[src/rtl/instr_loader.sv]
`default_nettype none
// ============================================================================
// Module   : instr_loader
// Brief    : Assembles UART bytes MSB-first into instruction words and writes
//            them to consecutive instruction-memory addresses from 0.
// Revision : 1.0 - initial release
// ============================================================================
module instr_loader #(
  parameter int                     NB_DATA_BUS = 32,
  parameter int                     NB_BYTE     = 8,
  parameter int                     N_ADDRESS   = 128,
  parameter int                     NB_ADDRESS  = $clog2(N_ADDRESS),
  parameter logic [NB_DATA_BUS-1:0] HALT_WORD   = 32'hFFFF_FFFF
) (
  input  logic                  i_clk,
  input  logic                  i_rst_n,
  input  logic                  i_start,
  input  logic [NB_BYTE-1:0]    i_rx_data,
  input  logic                  i_rx_valid,
  output logic                  o_w_en,
  output logic [NB_ADDRESS-1:0] o_w_addr,
  output logic [NB_DATA_BUS-1:0] o_w_data,
  output logic                  o_busy,
  output logic                  o_done,
  output logic                  o_overflow,
  output logic [NB_ADDRESS:0]   o_n_words
);

  localparam int C_BYTES_PER_WORD = NB_DATA_BUS / NB_BYTE;
  localparam int C_NB_BCNT        = (C_BYTES_PER_WORD > 1) ? $clog2(C_BYTES_PER_WORD) : 1;
  localparam int C_NB_PART        = NB_DATA_BUS - NB_BYTE;
  localparam logic [C_NB_BCNT-1:0]  C_LAST_BYTE = C_NB_BCNT'(C_BYTES_PER_WORD - 1);
  localparam logic [NB_ADDRESS-1:0] C_LAST_ADDR = NB_ADDRESS'(N_ADDRESS - 1);

  typedef enum logic [1:0] {
    ST_IDLE = 2'd0,
    ST_LOAD = 2'd1,
    ST_DONE = 2'd2
  } state_t;

  state_t                  state_q;
  logic [NB_ADDRESS-1:0]   addr_q;
  logic [C_NB_BCNT-1:0]    byte_cnt_q;
  // Only the bytes still waiting for completion are kept; the oldest byte of
  // a finished word is never needed again.
  logic [C_NB_PART-1:0]    part_q;
  logic                    w_en_q;
  logic [NB_ADDRESS-1:0]   w_addr_q;
  logic [NB_DATA_BUS-1:0]  w_data_q;
  logic                    busy_q;
  logic                    done_q;
  logic                    overflow_q;
  logic [NB_ADDRESS:0]     n_words_q;

  logic [NB_DATA_BUS-1:0]  word_d;

  assign word_d = {part_q, i_rx_data};

  always_ff @(posedge i_clk or negedge i_rst_n) begin
    if (!i_rst_n) begin
      state_q    <= ST_IDLE;
      addr_q     <= '0;
      byte_cnt_q <= '0;
      part_q     <= '0;
      w_en_q     <= 1'b0;
      w_addr_q   <= '0;
      w_data_q   <= '0;
      busy_q     <= 1'b0;
      done_q     <= 1'b0;
      overflow_q <= 1'b0;
      n_words_q  <= '0;
    end else begin
      w_en_q <= 1'b0;
      // A start pulse restarts the load from any state and drops any byte
      // arriving in the same cycle.
      if (i_start) begin
        state_q    <= ST_LOAD;
        addr_q     <= '0;
        byte_cnt_q <= '0;
        part_q     <= '0;
        busy_q     <= 1'b1;
        done_q     <= 1'b0;
        overflow_q <= 1'b0;
        n_words_q  <= '0;
      end else begin
        case (state_q)
          ST_LOAD: begin
            if (i_rx_valid) begin
              part_q <= word_d[C_NB_PART-1:0];
              if (byte_cnt_q == C_LAST_BYTE) begin
                byte_cnt_q <= '0;
                w_en_q     <= 1'b1;
                w_addr_q   <= addr_q;
                w_data_q   <= word_d;
                addr_q     <= addr_q + 1'b1;
                n_words_q  <= n_words_q + 1'b1;
                if (word_d == HALT_WORD) begin
                  state_q    <= ST_DONE;
                  busy_q     <= 1'b0;
                  done_q     <= 1'b1;
                  overflow_q <= 1'b0;
                end else if (addr_q == C_LAST_ADDR) begin
                  state_q    <= ST_DONE;
                  busy_q     <= 1'b0;
                  done_q     <= 1'b1;
                  overflow_q <= 1'b1;
                end
              end else begin
                byte_cnt_q <= byte_cnt_q + 1'b1;
              end
            end
          end
          ST_IDLE, ST_DONE: begin
            state_q <= state_q;
          end
          default: begin
            state_q <= ST_IDLE;
            busy_q  <= 1'b0;
            done_q  <= 1'b0;
          end
        endcase
      end
    end
  end

  assign o_w_en      = w_en_q;
  assign o_w_addr    = w_addr_q;
  assign o_w_data    = w_data_q;
  assign o_busy      = busy_q;
  assign o_done      = done_q;
  assign o_overflow  = overflow_q;
  assign o_n_words   = n_words_q;

endmodule
`default_nettype wire
[config.mk]
export PLATFORM = sky130hd
export DESIGN_NAME = instr_loader
export DESIGN_NICKNAME = d
export VERILOG_FILES = /design/src/rtl/instr_loader.sv
export SDC_FILE = /design/constraint.sdc
export NUM_CORES = 1
export LEC_CHECK = 0
export CORE_ASPECT_RATIO = 2
export CORE_MARGIN = 3
export CORE_UTILIZATION = 25
export DETAILED_ROUTE_END_ITERATION = 10
export GPL_ROUTABILITY_DRIVEN = 0
export GPL_TIMING_DRIVEN = 1
export MAX_ROUTING_LAYER = met4
export PLACE_DENSITY = 0.53
export SLEW_MARGIN = 0
export SYNTH_ARGS = -nofsm -noshare
export SYNTH_HDL_FRONTEND = slang
export SYNTH_SLANG_ARGS = --single-unit
[constraint.sdc]
create_clock -name i_clk -period 5.1 [get_ports i_clk]
set_clock_uncertainty 0.2 [all_clocks]
set_input_delay 1.275 -clock i_clk [delete_from_list [all_inputs] [get_ports i_clk]]
set_output_delay 1.275 -clock i_clk [all_outputs]
set_load 0.005 [all_outputs]
==> flow_summary.toml <==
[pwr]
ir_worst_vdd_mv = 0.178
power_density_mw_per_mm2 = 319
leakagePower_nw = 1.99

[timing]
hold_violations = 0
clock.fmax_mhz = 315
period_share_pct = 62.2
rsz0062_at_grt = "false"
fin_crit_ns = 3.17
drv_slew = 0
relSlewSlack_pct = 28.5
worst_slew_pin_slew_ns = 1.07
finalSetupTns_ns = 0
setup_viol = 0

[critical_path]
path_class = "input port to flip-flop"
reg2reg_to = "o_w_data[14]"
start_kind = "input port"
worstPathRequired_ns = 5.11
rrSetupSlack_ns = 2.79
ff2ff_path_depth = 5
crit_slowest_cell = "clkdlybuf4s50_1"
arrival_ns = 3.18
critPathCaptureType = "flip-flop"
critical_path.cell_chain = "clkdlybuf4s50_1, nand2_2, nor3b_4, buf_4, mux2_2"
reg2reg_from = "state_q[1]"
cp_max_fo = 28
slowest_delay_ns = 0.53

[cts]
root_buffer = "clkbuf_16"
numCtsBuffers = 9
path_clk_slew_ns = 0.06
post_cts_buffers = 0
clockBufferDepth = 2
tritoncts = "yes"
insertion_delay_ns = 0.33
cts_resized = 0
ctsHoldBuffers = 0
cts.sink_count = 84
h-tree-depth = 3

[flow_run]
cap_violations = 0

[yosys]
ys_warn_count = 0
synth_top_cell_area_share_pct = 60.6
async_reset_ff_share_pct = 100
yosysMostFrequentCell = "dfrtp_1"
synth_edf_count = 0
synth-seq-cells = 84
yosys.area.top_type = "dfrtp_1"
synth_area_per_cell_sq_um = 11.9
synthFlopType = "dfrtp_1"
yosysSeqAreaShare_pct = 60.6
synth_cells = 291
ys_top_cells_by_count = "dfrtp_1, nand2_1, mux2_2"
ys_types = 32
syn_area_sq_mm = 0.00347
synthTopCellsByArea = "dfrtp_1, mux2_2, nand2_1, a21oi_1, xor2_1"
synthesis.nets = 306

[grt]
overflow = 0
grt_max_degree = 85
first_global_vias = 2534
antenna_found_initial = 0
grt_util_all_layers_pct = 11.8
grt_pass1_wl_mm = 13.6

[placement]
dpl.hpwl_mm = 5.97
port-buffer-count = 62

[min_path]
hold_start = "o_w_addr[2]"
hold_depth = 1
hold_path_end = "o_w_addr[2]"
min_path_type = "flip-flop to flip-flop"

[floorplanning]
ios = 63
dieArea_sq_mm = 0.0154
start_util_pct = 25.7
fp-row-count = 60
coreArea_sq_mm = 0.0135
die_h_microns = 173
die_x_microns = 89.3

[drt]
finalWirelength_mm = 8.36
ant_nets = 0
vias_per_cell = 4.72
num_vias = 2408
drc = 0
wire_per_inst_microns = 16.4
dr.pass1.iters = 4
drt_iter0_drc = 102

[outcome]
status = "finished, final reports clean"

[cells_and_area]
final_nets = 365
syn2layout_area_growth_pct = 29.6
diodes = 0
drive_gt1_share_pct = 16.9
final_util_pct = 33.3
[routing by layer]
layer | routed length (microns) | share of wire (%) | GRT usage (%) | vias up
met2 | 4840 | 58 | 20.8 | 56
met1 | 3130 | 37 | 12.9 | 1213
met3 | 290 | 3.5 | 2.53 | 6
li1 | - | - | - | 1133
met5 | 0 | 0 | - | -
met4 | 97 | 1.2 | 3.66 | 0
[worst max-delay path: cells and delay by family]
kind	cells	cell delay (ns)
buf+inv	2	0.89
mux	1	0.38
simple gates	2	0.63
[state kept, by name, summed over array words and instances, names as in the netlist]
signal and flops:
state_q 2, o_n_words 8, part_q 24, o_w_data 32, o_overflow 1, byte_cnt_q 2
o_w_en 1, addr_q 7, o_w_addr 7
[cells by family (layout without fill, tap and decap cells)]
group	Yosys count	count (layout)	share of synthesized area [%]
compound gates	46	46	7.72
simple gates	90	90	12.2
fa+ha+maj	3	3	1.08
mux	41	41	13.3
xor+xnor	9	9	2.27
buf+inv	18	82	2.81
flops	84	84	60.6
[through the flow]
stage / std cells / hold slack (ns) / cell area (sq um) / power (mW) / setup slack, ns
detailed placement: 494 / 0.286 / 4200 / 0.813 / 1.57
CTS: 510 / 0.300 / 4500 / 1.46 / 1.92
finish: 510 / 0.292 / 4500 / 1.43 / 1.93
global placement: 494 / 0.281 / 4200 / 0.811 / 1.62
floorplan: 291 / 0.283 / 3470 / 0.748 / 2.43
global route: 510 / 0.318 / 4500 / 1.50 / 1.83
[cell usage in the layout (no fill, tap or decap), types with 2 or more instances in the layout]
cell type,Yosys,layout
nor2_1,11,11
or3_1,2,2
inv_1,2,2
clkdlybuf4s50_1,0,60
dfrtp_1,84,84
o211ai_1,2,2
a22o_1,2,2
mux2_1,2,2
clkinv_2,0,2
and3_1,2,2
o2111ai_1,4,4
nand2_1,54,54
nor4_1,2,2
mux2_2,39,39
nand4_1,8,8
and2_1,2,2
xor2_1,9,9
ha_1,3,3
buf_4,0,3
clkbuf_16,0,9
a21oi_1,29,29
o21ai_0,6,6
clkbuf_1,11,2
and4_1,2,2
[worst max path at each step]
stage	endpoint	slack [ns]	start
finish	o_w_data[14]	1.93	i_rx_valid
global route	o_w_addr[0]	1.83	i_rx_valid
CTS	o_w_addr[0]	1.92	i_rx_valid
detailed placement	o_w_addr[0]	1.57	i_rx_valid
global placement	o_w_data[13]	1.62	i_rx_valid
floorplan	o_w_data[4]	2.43	i_start
[layout make-up]
| cell class | count | area [sq um] |
|---|---|---|
| inverter | 2 | 7.51 |
| sequential | 84 | 2100 |
| clock buffer | 12 | 246 |
| clock inverter | 4 | 48.8 |
| fill | 1355 | 9020 |
| timing repair buffer | 64 | 628 |
| multi-input combinational | 189 | 1270 |
| tap | 155 | 194 |
[report_power, final]
part           switching, mW  leakage, nW  internal [mW]  total [mW]
clock                  0.244        0.147          0.392       0.636
sequential            0.0169         1.16          0.688       0.705
combinational         0.0461        0.686         0.0467      0.0928
total                  0.307         1.99           1.13        1.43
Note: power is estimated with default switching activity, not from simulation.
